$ cat src/rtl/cmn_pkg.sv
// rtl/cmn_pkg.sv - shared register-slice definitions
// Holds the slice-kind enum used by reg_slice_pipe and reg_slice_stage, and the
// occupancy width helper shared by the pipe and its users.
package cmn_pkg;

    typedef enum logic [1:0] {
        RS_BYPASS = 2'd0,
        RS_FWD    = 2'd1,
        RS_BWD    = 2'd2,
        RS_FULL   = 2'd3
    } rs_mode_e;

    // Width of an occupancy count for a chain of `stages` slices. The floor of
    // one bit keeps the port legal when the chain is empty (STAGES=0).
    function automatic int rs_occ_w(int stages);
        return (stages == 0) ? 1 : $clog2(2 * stages + 1);
    endfunction

endpackage

$ cat src/rtl/reg_slice_stage.sv
// rtl/reg_slice_stage.sv - one valid/ready register slice stage
// Purpose: a single slice of kind MODE between an upstream (s_*) and a
// downstream (m_*) valid/ready channel.
// Ports:
//   clk, rst_n     - clock, synchronous active-low reset
//   flush          - synchronous clear; blocks both handshakes while high
//   s_vld/s_rdy/s_pld - upstream channel
//   m_vld/m_rdy/m_pld - downstream channel
//   occ            - number of entries held by this stage (0..2)
module reg_slice_stage
    import cmn_pkg::*;
#(
    parameter type      PLD_TYPE = logic,
    parameter rs_mode_e MODE     = RS_FWD
) (
    input  logic       clk,
    input  logic       rst_n,
    input  logic       flush,
    input  logic       s_vld,
    output logic       s_rdy,
    input  PLD_TYPE    s_pld,
    output logic       m_vld,
    input  logic       m_rdy,
    output PLD_TYPE    m_pld,
    output logic [1:0] occ
);

    if (MODE == RS_FWD) begin : g_fwd
        logic    vld_r;
        PLD_TYPE pld_r;

        always_ff @(posedge clk) begin
            if (!rst_n) begin
                vld_r <= 1'b0;
                pld_r <= '0;
            end else if (flush) begin
                vld_r <= 1'b0;
            end else if (s_vld && s_rdy) begin
                vld_r <= 1'b1;
                pld_r <= s_pld;
            end else if (m_rdy) begin
                vld_r <= 1'b0;
            end
        end

        // Ready may look through to m_rdy so a full slice still streams 1/cycle.
        assign s_rdy = (!vld_r || m_rdy) && !flush;
        assign m_vld = vld_r && !flush;
        assign m_pld = pld_r;
        assign occ   = {1'b0, vld_r};

    end else if (MODE == RS_BWD) begin : g_bwd
        logic    skid_vld;
        PLD_TYPE skid_pld;

        always_ff @(posedge clk) begin
            if (!rst_n) begin
                skid_vld <= 1'b0;
                skid_pld <= '0;
            end else if (flush) begin
                skid_vld <= 1'b0;
            end else if (s_vld && s_rdy && !m_rdy) begin
                skid_vld <= 1'b1;
                skid_pld <= s_pld;
            end else if (m_rdy) begin
                skid_vld <= 1'b0;
            end
        end

        // Ready comes straight from a flop; valid/payload pass through when the
        // skid is empty, which is what breaks the backward timing path.
        assign s_rdy = !skid_vld && !flush;
        assign m_vld = (s_vld || skid_vld) && !flush;
        assign m_pld = skid_vld ? skid_pld : s_pld;
        assign occ   = {1'b0, skid_vld};

    end else if (MODE == RS_FULL) begin : g_full
        logic    main_vld;
        logic    skid_vld;
        PLD_TYPE main_pld;
        PLD_TYPE skid_pld;
        logic    acc;
        logic    del;

        assign acc = s_vld && s_rdy;
        assign del = m_vld && m_rdy;

        always_ff @(posedge clk) begin
            if (!rst_n) begin
                main_vld <= 1'b0;
                skid_vld <= 1'b0;
                main_pld <= '0;
                skid_pld <= '0;
            end else if (flush) begin
                main_vld <= 1'b0;
                skid_vld <= 1'b0;
            end else if (del) begin
                // Main drains; refill it from skid first (older), else from input.
                if (skid_vld) begin
                    main_pld <= skid_pld;
                    skid_vld <= 1'b0;
                end else if (acc) begin
                    main_pld <= s_pld;
                end else begin
                    main_vld <= 1'b0;
                end
            end else if (acc) begin
                if (main_vld) begin
                    skid_vld <= 1'b1;
                    skid_pld <= s_pld;
                end else begin
                    main_vld <= 1'b1;
                    main_pld <= s_pld;
                end
            end
        end

        assign s_rdy = !skid_vld && !flush;
        assign m_vld = main_vld && !flush;
        assign m_pld = main_pld;
        assign occ   = {1'b0, main_vld} + {1'b0, skid_vld};

    end else begin : g_byp
        assign s_rdy = m_rdy;
        assign m_vld = s_vld;
        assign m_pld = s_pld;
        assign occ   = '0;
    end

endmodule

$ cat src/rtl/reg_slice_pipe.sv
// rtl/reg_slice_pipe.sv - chain of STAGES valid/ready register slices
// Purpose: carries PLD_TYPE payloads in order through STAGES slices of kind
// MODE (STAGES legal range 0..8); STAGES=0 or RS_BYPASS is a plain wire-through.
// Ports:
//   clk, rst_n        - clock, synchronous active-low reset
//   flush             - synchronous clear of every held entry
//   s_vld/s_rdy/s_pld - upstream channel
//   m_vld/m_rdy/m_pld - downstream channel
//   occ               - total entries held across all stages
module reg_slice_pipe
    import cmn_pkg::*;
#(
    parameter type      PLD_TYPE = logic,
    parameter int       STAGES   = 1,
    parameter rs_mode_e MODE     = RS_FWD,
    localparam int      OCC_W    = rs_occ_w(STAGES)
) (
    input  logic             clk,
    input  logic             rst_n,
    input  logic             flush,
    input  logic             s_vld,
    output logic             s_rdy,
    input  PLD_TYPE          s_pld,
    output logic             m_vld,
    input  logic             m_rdy,
    output PLD_TYPE          m_pld,
    output logic [OCC_W-1:0] occ
);

    if (STAGES == 0 || MODE == RS_BYPASS) begin : g_wire
        assign s_rdy = m_rdy;
        assign m_vld = s_vld;
        assign m_pld = s_pld;
        assign occ   = '0;
    end else begin : g_pipe
        // Each stage keeps its own link signals; neighbours are reached by
        // index so the chain has no shared arrays across combinational paths.
        for (genvar i = 0; i < STAGES; i++) begin : g_st
            logic             up_vld;
            logic             up_rdy;
            PLD_TYPE          up_pld;
            logic             dn_vld;
            logic             dn_rdy;
            PLD_TYPE          dn_pld;
            logic [1:0]       st_occ;
            logic [OCC_W-1:0] occ_acc;

            reg_slice_stage #(
                .PLD_TYPE (PLD_TYPE),
                .MODE     (MODE)
            ) u_stage (
                .clk   (clk),
                .rst_n (rst_n),
                .flush (flush),
                .s_vld (up_vld),
                .s_rdy (up_rdy),
                .s_pld (up_pld),
                .m_vld (dn_vld),
                .m_rdy (dn_rdy),
                .m_pld (dn_pld),
                .occ   (st_occ)
            );

            if (i == 0) begin : g_head
                assign up_vld  = s_vld;
                assign up_pld  = s_pld;
                assign s_rdy   = up_rdy;
                assign occ_acc = OCC_W'(st_occ);
            end else begin : g_link
                assign up_vld  = g_st[i-1].dn_vld;
                assign up_pld  = g_st[i-1].dn_pld;
                assign occ_acc = g_st[i-1].occ_acc + OCC_W'(st_occ);
            end

            if (i == STAGES - 1) begin : g_tail
                assign dn_rdy = m_rdy;
            end else begin : g_mid
                assign dn_rdy = g_st[i+1].up_rdy;
            end
        end

        assign m_vld = g_st[STAGES-1].dn_vld;
        assign m_pld = g_st[STAGES-1].dn_pld;
        assign occ   = g_st[STAGES-1].occ_acc;
    end

endmodule

$ cat config.mk
export PLATFORM = sky130hd
export DESIGN_NAME = reg_slice_pipe
export DESIGN_NICKNAME = d
export VERILOG_FILES = /design/src/rtl/cmn_pkg.sv /design/src/rtl/reg_slice_stage.sv /design/src/rtl/reg_slice_pipe.sv
export SDC_FILE = /design/constraint.sdc
export NUM_CORES = 1
export LEC_CHECK = 0
export CORE_AREA = 2 2 39 41
export CTS_BUF_LIST = sky130_fd_sc_hd__clkbuf_4
export CTS_CLUSTER_SIZE = 14
export DETAILED_ROUTE_END_ITERATION = 7
export DIE_AREA = 0 0 41 43
export PLACE_DENSITY = 0.3
export SYNTH_ARGS = -nofsm -noshare
export SYNTH_HDL_FRONTEND = slang
export SYNTH_SLANG_ARGS = --single-unit
export TNS_END_PERCENT = 10
$ cat constraint.sdc
create_clock -name clk -period 2.1 [get_ports clk]
set_input_delay 0.315 -clock clk [delete_from_list [all_inputs] [get_ports clk]]
set_output_delay 0.315 -clock clk [all_outputs]
set_load 0.01 [all_outputs]
* Word level (Yosys, flattened, before mapping) *
Index checks and enable logic that the tools add are counted.
Widths: inputs -> output; s select.

storage, ports and cells
  memories = 0
  ROM bits = 0
  logic and storage cells = 15
  output and inout bits = 5
  register bits = 2
  RAM bits = 0
  bits in latches = 0

cells by class
  divide/modulo/power cells = 0
  reductions and logical operators = 9
  multiply operators = 0
  $lt $le $gt $ge = 0
  equal/unequal tests = 0
  shift operators = 0
  mux-type cells = 2
  bitwise gates (word level) = 2
  add/sub/neg operators = 0

operators by type and width
  operator           count
  $logic_and 1x1->1  3
  $logic_not 1->1    2
  $mux 1             2
  $not 1->1          2
  $reduce_and 2->1   1
  $reduce_bool 2->1  1
  $reduce_or 2->1    1
  $logic_or 1x1->1   1

* Logic depth before layout (Yosys ltp) *
  depth after elaboration = 5
  gate-level depth with buffers = 3
  depth with buffers taken out = 3

* Worst setup path before layout *
No wires, ideal clock.

  kind = register to output
  from = reg g_pipe.g_st[0].u_stage.g_fwd.vld_r
  to = out s_rdy
  arrival time = 581 ps
  setup slack = 1,204 ps
  stages on the path, launching flop included = 3
  path through = dfxtp_1 > nor2b_4 > nor2_1

between the ends
  cells in the longest elaborated chain, start to end = 3

ends and longest elaborated chain
  item                    line                   text
  start, declared         reg_slice_stage.sv:29  logic vld_r;
  start signal, assigned  reg_slice_stage.sv:34  vld_r <= 1'b0;
  start signal, assigned  reg_slice_stage.sv:37  vld_r <= 1'b0;
  start signal, assigned  reg_slice_stage.sv:39  vld_r <= 1'b1;
  $logic_not 1->1         reg_slice_stage.sv:47  assign s_rdy = (!vld_r || m_rdy) && !flush;
  $logic_or 1x1->1        reg_slice_stage.sv:47
  $logic_and 1x1->1       reg_slice_stage.sv:47
  end, declared           reg_slice_pipe.sv:22   output logic s_rdy,

Every way passes these cells.

* Worst setup path in the final report *
  from = in m_rdy
  to = out s_rdy

between the ends
  cells in the longest elaborated chain, start to end = 2

ends and longest elaborated chain
  item               line                   text
  start, declared    reg_slice_pipe.sv:25   input logic m_rdy,
  $logic_or 1x1->1   reg_slice_stage.sv:47
  $logic_and 1x1->1  reg_slice_stage.sv:47

Every way passes these cells.

==> results_dict.tcl <==
set metrics [dict create \
    status "complete, no violations" \
    grt_overflow 0 \
    grt_pass1_vias 90 \
    dpl.hpwl_um 218 \
    synthesis.nets 20 \
    postCtsHoldBufs 0 \
    hold_viol_final 0 \
    drive_above_1_share_pct 20.8 \
    rsz0062_at_grt "false" \
    clock_path_buffers 2 \
    total_power_mw 0.156 \
    dpl_worst_slack_ns 0.288 \
    max-vdd-ir-drop_mv 0.406 \
    wl_per_cell_um 7.33 \
    power_leakage_nw 0.0889 \
    power_density_nw_per_um2 647 \
    path_clk_slew_ns 0.03 \
    worstRegToRegCells 3 \
    worst_clock_skew_ns 0.00672 \
    required_ns 1.78 \
    cts_resized 0 \
    diodes 0 \
    viasPerCell 2.93 \
    crit_path_start "m_rdy" \
    die_w_um 41 \
    ys_types 10 \
    yosysWarningCount 0 \
    core_um2 1380 \
    insertion_delay_ns 0.23 \
    vias 117 \
    crit_fanout 3 \
    die_y_um 43 \
    drt_pass1_iterations 2 \
    post-route-drc-count 0 \
    crit_path_start_kind "input port" \
    ys_seq_elements 2 \
    cts-root-buf "clkbuf_4" \
    fin_crit_sh_pct 85.8 \
    place.gp.congestion 0.495 \
    regToRegSetupSlack_ns 1.21 \
    mostFrequentLayoutCell "clkdlybuf4s50_1" \
    clock_sinks 2 \
    tns_ns 0 \
    slew_viol_final 0 \
    cap_violations 0 \
    end_kind "output pin" \
    ios 11 \
    r2r_end "g_pipe.g_st[0].u_stage.m_pld$_SDFFE_PN0P_" \
    max_freq_ghz 0.555 \
    grt_max_degree 5 \
    portBuffers 9 \
    post_cts_buffers 0 \
    drtIter0Drc 2 \
    fin_util_pct 17.5 \
    ant_nets 0 \
    cp.arrival_ns 1.49 \
    grt_usage_pct 4.41 \
    synthToLayoutAreaGrowth_pct 94.9 \
    rows 14 \
    seq_area_frac_synth_pct 32.3 \
    syn_area_um2 124 \
    setup_violations 0 \
    worst_slack_ns 0.298 \
    tritoncts "built" \
    avgSynthCellArea_um2 8.85 \
    final_cell_mix "clkdlybuf4s50_1 (9), clkbuf_4 (3), nor2_1 (2), nand2_1 (2), dfxtp_1 (2)" \
    antenna_found_initial 0 \
    die_area_um2 1760 \
    grt_first_pass_wirelength_um 379 \
    start_util_pct 8.95 \
    htreeDepth 1 \
    critical_path_class "in2out" \
    fin_crit_ns 1.80 \
    hold_class "reg2reg" \
    cts_made_buffers 3 \
    postRouteWirelength_um 293 \
    r2r_start "g_pipe.g_st[0].u_stage.g_fwd.vld_r$_SDFFE_PP0P_" \
    endpoint "s_rdy" \
    synthCells 14 \
    layout.nets 32 \
]
==> cell type report <==
cell class                 instances  area (um2)
sequential                         2        40.0
multi-input combinational         10        68.8
tap                               16        20.0
clock buffer                       3        22.5
fill                             154        1140
timing repair buffer               9        90.1
==> power by group <==
part / internal, mW / switching [mW]
combinational: 0.0183 / 0.00940
clock: 0.0632 / 0.0241
sequential: 0.0402 / 0.00110
==> Yosys cell counts <==
cell / n / area share (%)
nor3b_1: 1 / 6.1
nor2b_1: 1 / 5.1
nand2_1: 2 / 6.1
conb_1: 1 / 3.0
dfxtp_1: 2 / 32
nor3b_2: 1 / 10
nor2b_4: 1 / 11
nor2_1: 2 / 6.1
mux2i_1: 1 / 8.1
buf_4: 2 / 12
==> cell families after synthesis <==
logic type             Yosys count  synth area share [%]
buffers and inverters            2                  12.1
other                            1                  3.03
flip-flops                       2                  32.3
multiplexers                     1                  8.08
AND/OR/NAND/NOR                  8                  44.5
==> worst max-delay path, cell delays in order <==
cell	delay [ns]
clkdlybuf4s50_1	0.50
nor2b_4	0.05
nor2_1	0.08
clkdlybuf4s50_1	0.54
==> registers in the layout (all words and copies together), names as in the netlist <==
register and count:
g_pipe.g_st.u_stage.g_fwd.vld_r 1, g_pipe.g_st.u_stage.m_pld 1
==> how the worst min path moves through the flow <==
stage                                                         start  cells past startpoint                                               to  slack (ns)
after floorplan                                               flush                      1  g_pipe.g_st[0].u_stage.g_fwd.vld_r$_SDFFE_PP0P_        0.39
after global placement    g_pipe.g_st[0].u_stage.m_pld$_SDFFE_PN0P_                      2        g_pipe.g_st[0].u_stage.m_pld$_SDFFE_PN0P_        0.45
after detailed placement  g_pipe.g_st[0].u_stage.m_pld$_SDFFE_PN0P_                      2        g_pipe.g_st[0].u_stage.m_pld$_SDFFE_PN0P_        0.45
after CTS                 g_pipe.g_st[0].u_stage.m_pld$_SDFFE_PN0P_                      2        g_pipe.g_st[0].u_stage.m_pld$_SDFFE_PN0P_        0.46
after global routing      g_pipe.g_st[0].u_stage.m_pld$_SDFFE_PN0P_                      2        g_pipe.g_st[0].u_stage.m_pld$_SDFFE_PN0P_        0.47
final                     g_pipe.g_st[0].u_stage.m_pld$_SDFFE_PN0P_                      2        g_pipe.g_st[0].u_stage.m_pld$_SDFFE_PN0P_        0.46
==> metal layers <==
metal  track usage (%)  share of wire (%)  wire, um  vias up
li1                  -                  -         -       61
met1              3.53                 43       125       42
met2              3.13                 26        75       14
met3              10.5                 31        92        0
met4              2.00                  0         0        0
met5                 0                  0         0        -
==> through the flow <==
| stage | hold slack (ns) | cells | instance area (um2) |
|---|---|---|---|
| floorplan | 0.391 | 14 | 124 |
| detailed placement | 0.448 | 37 | 219 |
| finish | 0.462 | 40 | 241 |
| global route | 0.468 | 40 | 241 |
| CTS | 0.464 | 40 | 241 |
| global placement | 0.451 | 37 | 219 |
Note: power is estimated with default switching activity, not from simulation.
